`config.mk`:
```
export PLATFORM = sky130hd
export DESIGN_NAME = uart_rx
export DESIGN_NICKNAME = d
export VERILOG_FILES = /design/src/rtl/uart_pkg.sv /design/src/rtl/baud_tick_gen.sv /design/src/rtl/uart_rx.sv
export SDC_FILE = /design/constraint.sdc
export NUM_CORES = 1
export LEC_CHECK = 0
export ABC_AREA = 1
export CORE_MARGIN = 2
export CORE_UTILIZATION = 34
export CTS_BUF_LIST = sky130_fd_sc_hd__clkbuf_4 sky130_fd_sc_hd__clkbuf_8
export DETAILED_ROUTE_END_ITERATION = 16
export GPL_TIMING_DRIVEN = 0
export HOLD_SLACK_MARGIN = 0.15
export PLACE_DENSITY_LB_ADDON = 0.12
export REMOVE_ABC_BUFFERS = 1
export SETUP_SLACK_MARGIN = 0.05
export SLEW_MARGIN = 30
export SYNTH_ARGS = -nofsm -noshare
export SYNTH_HDL_FRONTEND = slang
export SYNTH_SLANG_ARGS = --single-unit
```
`constraint.sdc`:
```
create_clock -name clk -period 2.2 [get_ports clk]
set_clock_uncertainty 0.05 [all_clocks]
set_input_delay 0.44 -clock clk [delete_from_list [all_inputs] [get_ports clk]]
set_output_delay 0.44 -clock clk [all_outputs]
set_load 0.01 [all_outputs]
```
`src/rtl/uart_pkg.sv`:
```
`default_nettype none
// ============================================================================
//  Module      : uart_pkg
//  Description : Shared UART definitions: FSM state encoding, oversample
//                ratio and the baud-divider computation used by rx and tx.
//  Revision    : 1.0 - initial release
// ============================================================================
package uart_pkg;

    // Number of ticks per serial bit period
    localparam int OVERSAMPLE = 16;

    // Receiver FSM state encoding
    typedef logic [2:0] state_t;
    localparam state_t c_st_idle   = 3'd0;
    localparam state_t c_st_start  = 3'd1;
    localparam state_t c_st_data   = 3'd2;
    localparam state_t c_st_parity = 3'd3;
    localparam state_t c_st_stop   = 3'd4;

    // Clocks per oversample tick; never below one so the tick generator
    // always has a legal period even for very high baud rates.
    function automatic int calc_div(input int clk_freq, input int baud);
        int d;
        d = clk_freq / (baud * OVERSAMPLE);
        if (d < 1) begin
            d = 1;
        end
        return d;
    endfunction

endpackage
`default_nettype wire

```
`src/rtl/baud_tick_gen.sv`:
```
`default_nettype none
// ============================================================================
//  Module      : baud_tick_gen
//  Description : Free-running divider producing a one-clock tick every DIV
//                clocks. clr holds the divider at zero so the first tick
//                after release is phase-aligned to the start of a frame.
//  Revision    : 1.0 - initial release
// ============================================================================
module baud_tick_gen #(
    parameter int DIV = 1
) (
    input  logic clk,
    input  logic rst,
    input  logic clr,
    output logic tick
);

    localparam int c_cnt_w = (DIV > 1) ? $clog2(DIV) : 1;
    localparam logic [c_cnt_w-1:0] c_last = c_cnt_w'(DIV - 1);

    logic [c_cnt_w-1:0] r_cnt;

    // Divider counter, wraps after DIV clocks, held at zero while cleared
    always_ff @(posedge clk) begin
        if (rst || clr) begin
            r_cnt <= '0;
        end else if (r_cnt == c_last) begin
            r_cnt <= '0;
        end else begin
            r_cnt <= r_cnt + 1'b1;
        end
    end

    assign tick = !clr && (r_cnt == c_last);

endmodule
`default_nettype wire

```
`src/rtl/uart_rx.sv`:
```
`default_nettype none
// ============================================================================
//  Module      : uart_rx
//  Description : 16x oversampling UART receiver, 8 data bits LSB first,
//                one stop bit. Mid-bit sampling of a synchronised line,
//                start-glitch rejection and framing-error detection.
//                Optional even-parity bit when UART_RX_PARITY_EN is defined
//                (adds the PARITY state and the parity_err output).
//  Revision    : 1.0 - initial release
// ============================================================================
module uart_rx
    import uart_pkg::*;
#(
    parameter int CLK_FREQ = 50000000,
    parameter int BAUD     = 115200
) (
    input  logic       clk,
    input  logic       rst,
    input  logic       rx,
    output logic [7:0] dout,
    output logic       dout_rdy,
    output logic       frame_err,
`ifdef UART_RX_PARITY_EN
    output logic       parity_err,
`endif
    output logic       busy
);

    localparam int         c_div      = calc_div(CLK_FREQ, BAUD);
    localparam logic [3:0] c_os_mid   = 4'(OVERSAMPLE / 2 - 1);
    localparam logic [3:0] c_os_last  = 4'(OVERSAMPLE - 1);
`ifdef UART_RX_PARITY_EN
    localparam state_t     c_st_after_data = c_st_parity;
`else
    localparam state_t     c_st_after_data = c_st_stop;
`endif

    logic       r_sync1;
    logic       r_sync2;
    logic       r_rx_prev;
    logic       w_rx_s;
    logic       w_tick;
    logic       w_clr;
    state_t     r_state;
    logic [3:0] r_os_cnt;
    logic [2:0] r_bit_cnt;
    logic [7:0] r_shift;
    logic       r_stop_hold;
`ifdef UART_RX_PARITY_EN
    logic       r_par_bit;
    logic       w_par_ok;
`endif

    assign w_rx_s = r_sync2;
    // Divider runs only while a frame is in progress
    assign w_clr  = (r_state == c_st_idle);
    assign busy   = (r_state != c_st_idle);
`ifdef UART_RX_PARITY_EN
    assign w_par_ok = ((^r_shift) ^ r_par_bit) == 1'b0;
`endif

    // Two-flop synchroniser plus previous-value flop for falling-edge detect;
    // both reset high so a line held low through reset is not a start edge
    always_ff @(posedge clk) begin
        if (rst) begin
            r_sync1   <= 1'b1;
            r_sync2   <= 1'b1;
            r_rx_prev <= 1'b1;
        end else begin
            r_sync1   <= rx;
            r_sync2   <= r_sync1;
            r_rx_prev <= r_sync2;
        end
    end

    baud_tick_gen #(
        .DIV (c_div)
    ) u_tick (
        .clk  (clk),
        .rst  (rst),
        .clr  (w_clr),
        .tick (w_tick)
    );

    // Frame FSM: start qualification, data shift, stop check, output pulses
    always_ff @(posedge clk) begin
        if (rst) begin
            r_state     <= c_st_idle;
            r_os_cnt    <= 4'd0;
            r_bit_cnt   <= 3'd0;
            r_shift     <= 8'h00;
            r_stop_hold <= 1'b0;
            dout        <= 8'h00;
            dout_rdy    <= 1'b0;
            frame_err   <= 1'b0;
`ifdef UART_RX_PARITY_EN
            r_par_bit   <= 1'b0;
            parity_err  <= 1'b0;
`endif
        end else begin
            dout_rdy  <= 1'b0;
            frame_err <= 1'b0;
`ifdef UART_RX_PARITY_EN
            parity_err <= 1'b0;
`endif
            case (r_state)
                c_st_idle: begin
                    r_os_cnt    <= 4'd0;
                    r_bit_cnt   <= 3'd0;
                    r_stop_hold <= 1'b0;
                    if (!w_rx_s && r_rx_prev) begin
                        r_state <= c_st_start;
                    end
                end
                c_st_start: begin
                    if (w_tick) begin
                        if (r_os_cnt == c_os_mid) begin
                            // Still low at mid start bit: real start, else glitch
                            r_os_cnt <= 4'd0;
                            r_state  <= w_rx_s ? c_st_idle : c_st_data;
                        end else begin
                            r_os_cnt <= r_os_cnt + 4'd1;
                        end
                    end
                end
                c_st_data: begin
                    if (w_tick) begin
                        r_os_cnt <= r_os_cnt + 4'd1;
                        if (r_os_cnt == c_os_last) begin
                            r_shift   <= {w_rx_s, r_shift[7:1]};
                            r_bit_cnt <= r_bit_cnt + 3'd1;
                            if (r_bit_cnt == 3'd7) begin
                                r_state <= c_st_after_data;
                            end
                        end
                    end
                end
`ifdef UART_RX_PARITY_EN
                c_st_parity: begin
                    if (w_tick) begin
                        r_os_cnt <= r_os_cnt + 4'd1;
                        if (r_os_cnt == c_os_last) begin
                            r_par_bit <= w_rx_s;
                            r_state   <= c_st_stop;
                        end
                    end
                end
`endif
                c_st_stop: begin
                    if (r_stop_hold) begin
                        // Broken frame: wait for the line to return idle
                        if (w_rx_s) begin
                            r_state <= c_st_idle;
                        end
                    end else if (w_tick) begin
                        r_os_cnt <= r_os_cnt + 4'd1;
                        if (r_os_cnt == c_os_last) begin
                            if (w_rx_s) begin
`ifdef UART_RX_PARITY_EN
                                if (w_par_ok) begin
                                    dout     <= r_shift;
                                    dout_rdy <= 1'b1;
                                end else begin
                                    parity_err <= 1'b1;
                                end
`else
                                dout     <= r_shift;
                                dout_rdy <= 1'b1;
`endif
                                r_state <= c_st_idle;
                            end else begin
                                frame_err   <= 1'b1;
                                r_stop_hold <= 1'b1;
                            end
                        end
                    end
                end
                default: begin
                    r_state <= c_st_idle;
                end
            endcase
        end
    end

endmodule
`default_nettype wire

```
==> impl.org <==
** Setup path
- Endpoint kind of the worst setup timing path :: output pin
- End of the critical path :: busy
- R2R setup slack :: 0.55 ns
- Counting cells, the worst reg-to-reg path comes to 8.
- Critical path start-end classification :: reg -> out
- For the worst setup path, the data required time is 1.71 ns.
- The startpoint identified for the worst register-to-register timing path is r_os_cnt[0].
- Critical path launch point :: r_state[2]
- In this run the worst path has a maximum fanout of 8.
- STA classifies the critical path startpoint as a flip-flop.
- Arrival time at the worst endpoint :: 1.56 ns
- Crit Reg-Reg Endpoint :: r_shift[6]

** Timing
- Setup repair after global routing left no endpoint under its margin.
- Setup violations remaining at the end of the flow were counted as 0.
- The max-slew violation count came to 0.
- The number of endpoints with negative hold slack in the final report is 0.
- The worst path in the final design needs a cycle of 2.05 ns, including I/O delays and setup.
- Hold is met by 0.361 ns.
- Measured against its own limit, the worst slew margin works out to 0.618.
- Period utilisation layout :: 0.934
- At the pin with the least slew margin, the transition time is 0.572 ns.
- Maximum achievable frequency :: 0.487 GHz

** Route
- For this block, the initial DRC count from the detailed router was 83.
- Routed wire per std cell :: 10.9 µm
- For this run, the detailed router's first-pass iteration total came to 4.
- Detailed routing inserted a total of 1,397 vias.
- The final layout contains routed wiring with a total length of 3400 µm.
- Average vias per placed instance :: 4.46
- DRC Markers :: 0
- Remaining antenna violation count :: 0

** Synth
- Dividing the synthesized area by the synthesized cell count gives 7.56 µm².
- Synth Instances :: 229
- Netlist Area Pre-Place :: 1730 µm²
- Register bit total from synthesis :: 37
- Prevailing post-synth register cell :: dfxtp_1
- The share of the Yosys chip area taken by registers is 0.428.
- Count of different cell masters after synthesis :: 29
- Of all flip-flops after synthesis, the portion carrying an async set or reset was 0.
- Total of warnings raised by yosys :: 0
- Yosys mapped a number of flops with a built-in enable equal to 0.

** Clocking
- Clock latency at the later pin of the worst-skew pair :: 0.29 ns
- Number of sinks on the clock net :: 37
- The H-tree was split into 2 levels.
- After clock tree synthesis, the clock-pin slew on the worst setup and hold paths is 0.07 ns.
- The cell sitting at the root of the clock tree is a clkbuf_8.
- Clk buf depth :: 2
- For this design, the CTS-stage hold fixing added 0 buffers.
- Buffers inserted during clock tree synthesis total 5.
- TritonCTS built the clock tree.

** Die
- During I/O placement, the number of pins put on the boundary was 14.
- Die Width :: 75.3 µm
- The total area inside the core boundary comes to 4820 µm².
- Num rows :: 25
- Measured along the y axis, the die boundary spans 75.3 µm.
- The initial utilization of the core area, before any placement, comes to 0.359.
- The die covers 5680 µm².

** Status
- Run status :: completed

** Cells and area
- Layout overhead on the synthesized area :: 18.8%
- Final-stage net count :: 253
- Number of antenna repair diodes :: 0
- Filler Cells Inserted :: 525
- Of the cells placed in the final design, the portion with a size suffix greater than 1 is 0.146.

** GRT
- GRT Util Overall :: 0.141
- Antenna violations before repair :: 0
- Maximum number of pins on one net before global-route repair :: 23
- The first global-routing pass estimated 5890 µm of wire.
- Residual overflow from global routing :: 0
- Number of global-route vias before repair :: 1,221

** Power and ir drop
- Power comes to 2.22 mW.
- IR analysis of the VDD net gives a maximum drop of 0.550 mV.
- In this run the static leakage power is 0.907 nW.
- Power Dens Cells :: 1080 nW/µm²

** Flow run
- The tool flagged a number of max-cap violations equal to 0.

** Placement
- IO Port Bufs :: 13
- Once detailed placement completed, the half-perimeter wirelength came to 2460 µm.
- Weighted congestion at the end of routability-driven global placement :: 0.758

** Min path
- The worst hold path belongs to the class reg -> reg.
## repair_timing
action	4_1_cts	5_1_grt
setup endpoints to repair	1	0
buffers inserted	0	0
resized for setup	1	0
hold endpoints to repair	0	0
## logic make-up (layout without fill, tap and decap cells)
family	Yosys count	after routing	synth area share
flops	37	37	0.428
compound gates	27	27	0.0803
simple gates	136	136	0.387
buf+inv	21	38	0.0535
fa+ha+maj	5	5	0.0362
xor+xnor	3	3	0.0152
## area by class of cell
cell class	instances	area, µm²	area share
timing repair buffer	13	130	0.0633
clock inverter	3	65.1	0.0316
multi-input combinational	171	897	0.436
sequential	37	742	0.361
inverter	17	68.8	0.0335
clock buffer	5	68.8	0.0335
tap	67	83.8	0.0408
## how the worst min path moves through the flow
stage | depth (start not counted) | endpoint | startpoint
6_report | 1 | r_sync2 | r_sync1
5_1_grt | 1 | r_sync2 | r_sync1
4_1_cts | 1 | r_sync2 | r_sync1
3_5_place_dp | 1 | r_sync2 | r_sync1
3_3_place_gp | 1 | r_sync2 | r_sync1
2_1_floorplan | 1 | r_sync2 | r_sync1
## cell usage after synthesis, types with 3 or more instances
cell type / number / share of area
a21oi_1: 8 / 0.023
dfxtp_1: 37 / 0.43
ha_1: 5 / 0.036
inv_1: 14 / 0.030
nand2_1: 39 / 0.085
nand2_2: 5 / 0.018
nand2_4: 5 / 0.033
nand3_1: 15 / 0.043
nand4_1: 3 / 0.011
nor2_1: 51 / 0.11
nor2_2: 5 / 0.018
nor2_4: 6 / 0.039
o21ai_0: 16 / 0.046
## stage by stage
step	area [µm²]	setup slack [ns]	utilization	setup TNS [ns]	cells
floorplan	1710	0.793	-	0	225
finish	2060	0.146	0.427	0	313
CTS	2060	0.129	0.427	0	313
global placement	1920	-0.0751	0.399	-0.114	305
detailed placement	1920	-0.0512	0.399	-0.0512	305
global route	2060	0.0742	0.427	0	313
## cells in the final DEF (no fill, tap or decap), drive strengths merged, types with 3 or more instances in the layout
cell,instances
nand4,3
nand3,16
ha,5
clkbuf,5
nor2,62
a21oi,8
clkdlybuf4s50,13
inv,16
dfxtp,37
nand2,49
o21ai,17
## flip-flops by register name (all words and copies together) (netlist names), 3 cells and up
name          count
u_tick.r_cnt      5
r_state           3
r_shift           8
r_bit_cnt         3
dout              8
r_os_cnt          4
## per-layer routing
metal	vias to the layer above	GRT usage	part of all wire
li1	769	-	-
met1	603	0.195	0.54
met2	19	0.194	0.40
met3	6	0.0556	0.039
met4	0	0.0585	0.017
met5	-	0	0
## power breakdown
part | internal, mW | total, mW | switching, mW | leakage [nW]
clock network | 0.450 | 0.698 | 0.247 | 0.0681
logic | 0.259 | 0.730 | 0.471 | 0.539
registers | 0.722 | 0.795 | 0.0733 | 0.300
## critical path: stages (launching register included)
cell and delay [ns]:
dfxtp_2 0.44, inv_1 0.11, nand2_2 0.16, clkdlybuf4s50_1 0.56
Note: power is estimated with default switching activity, not from simulation.
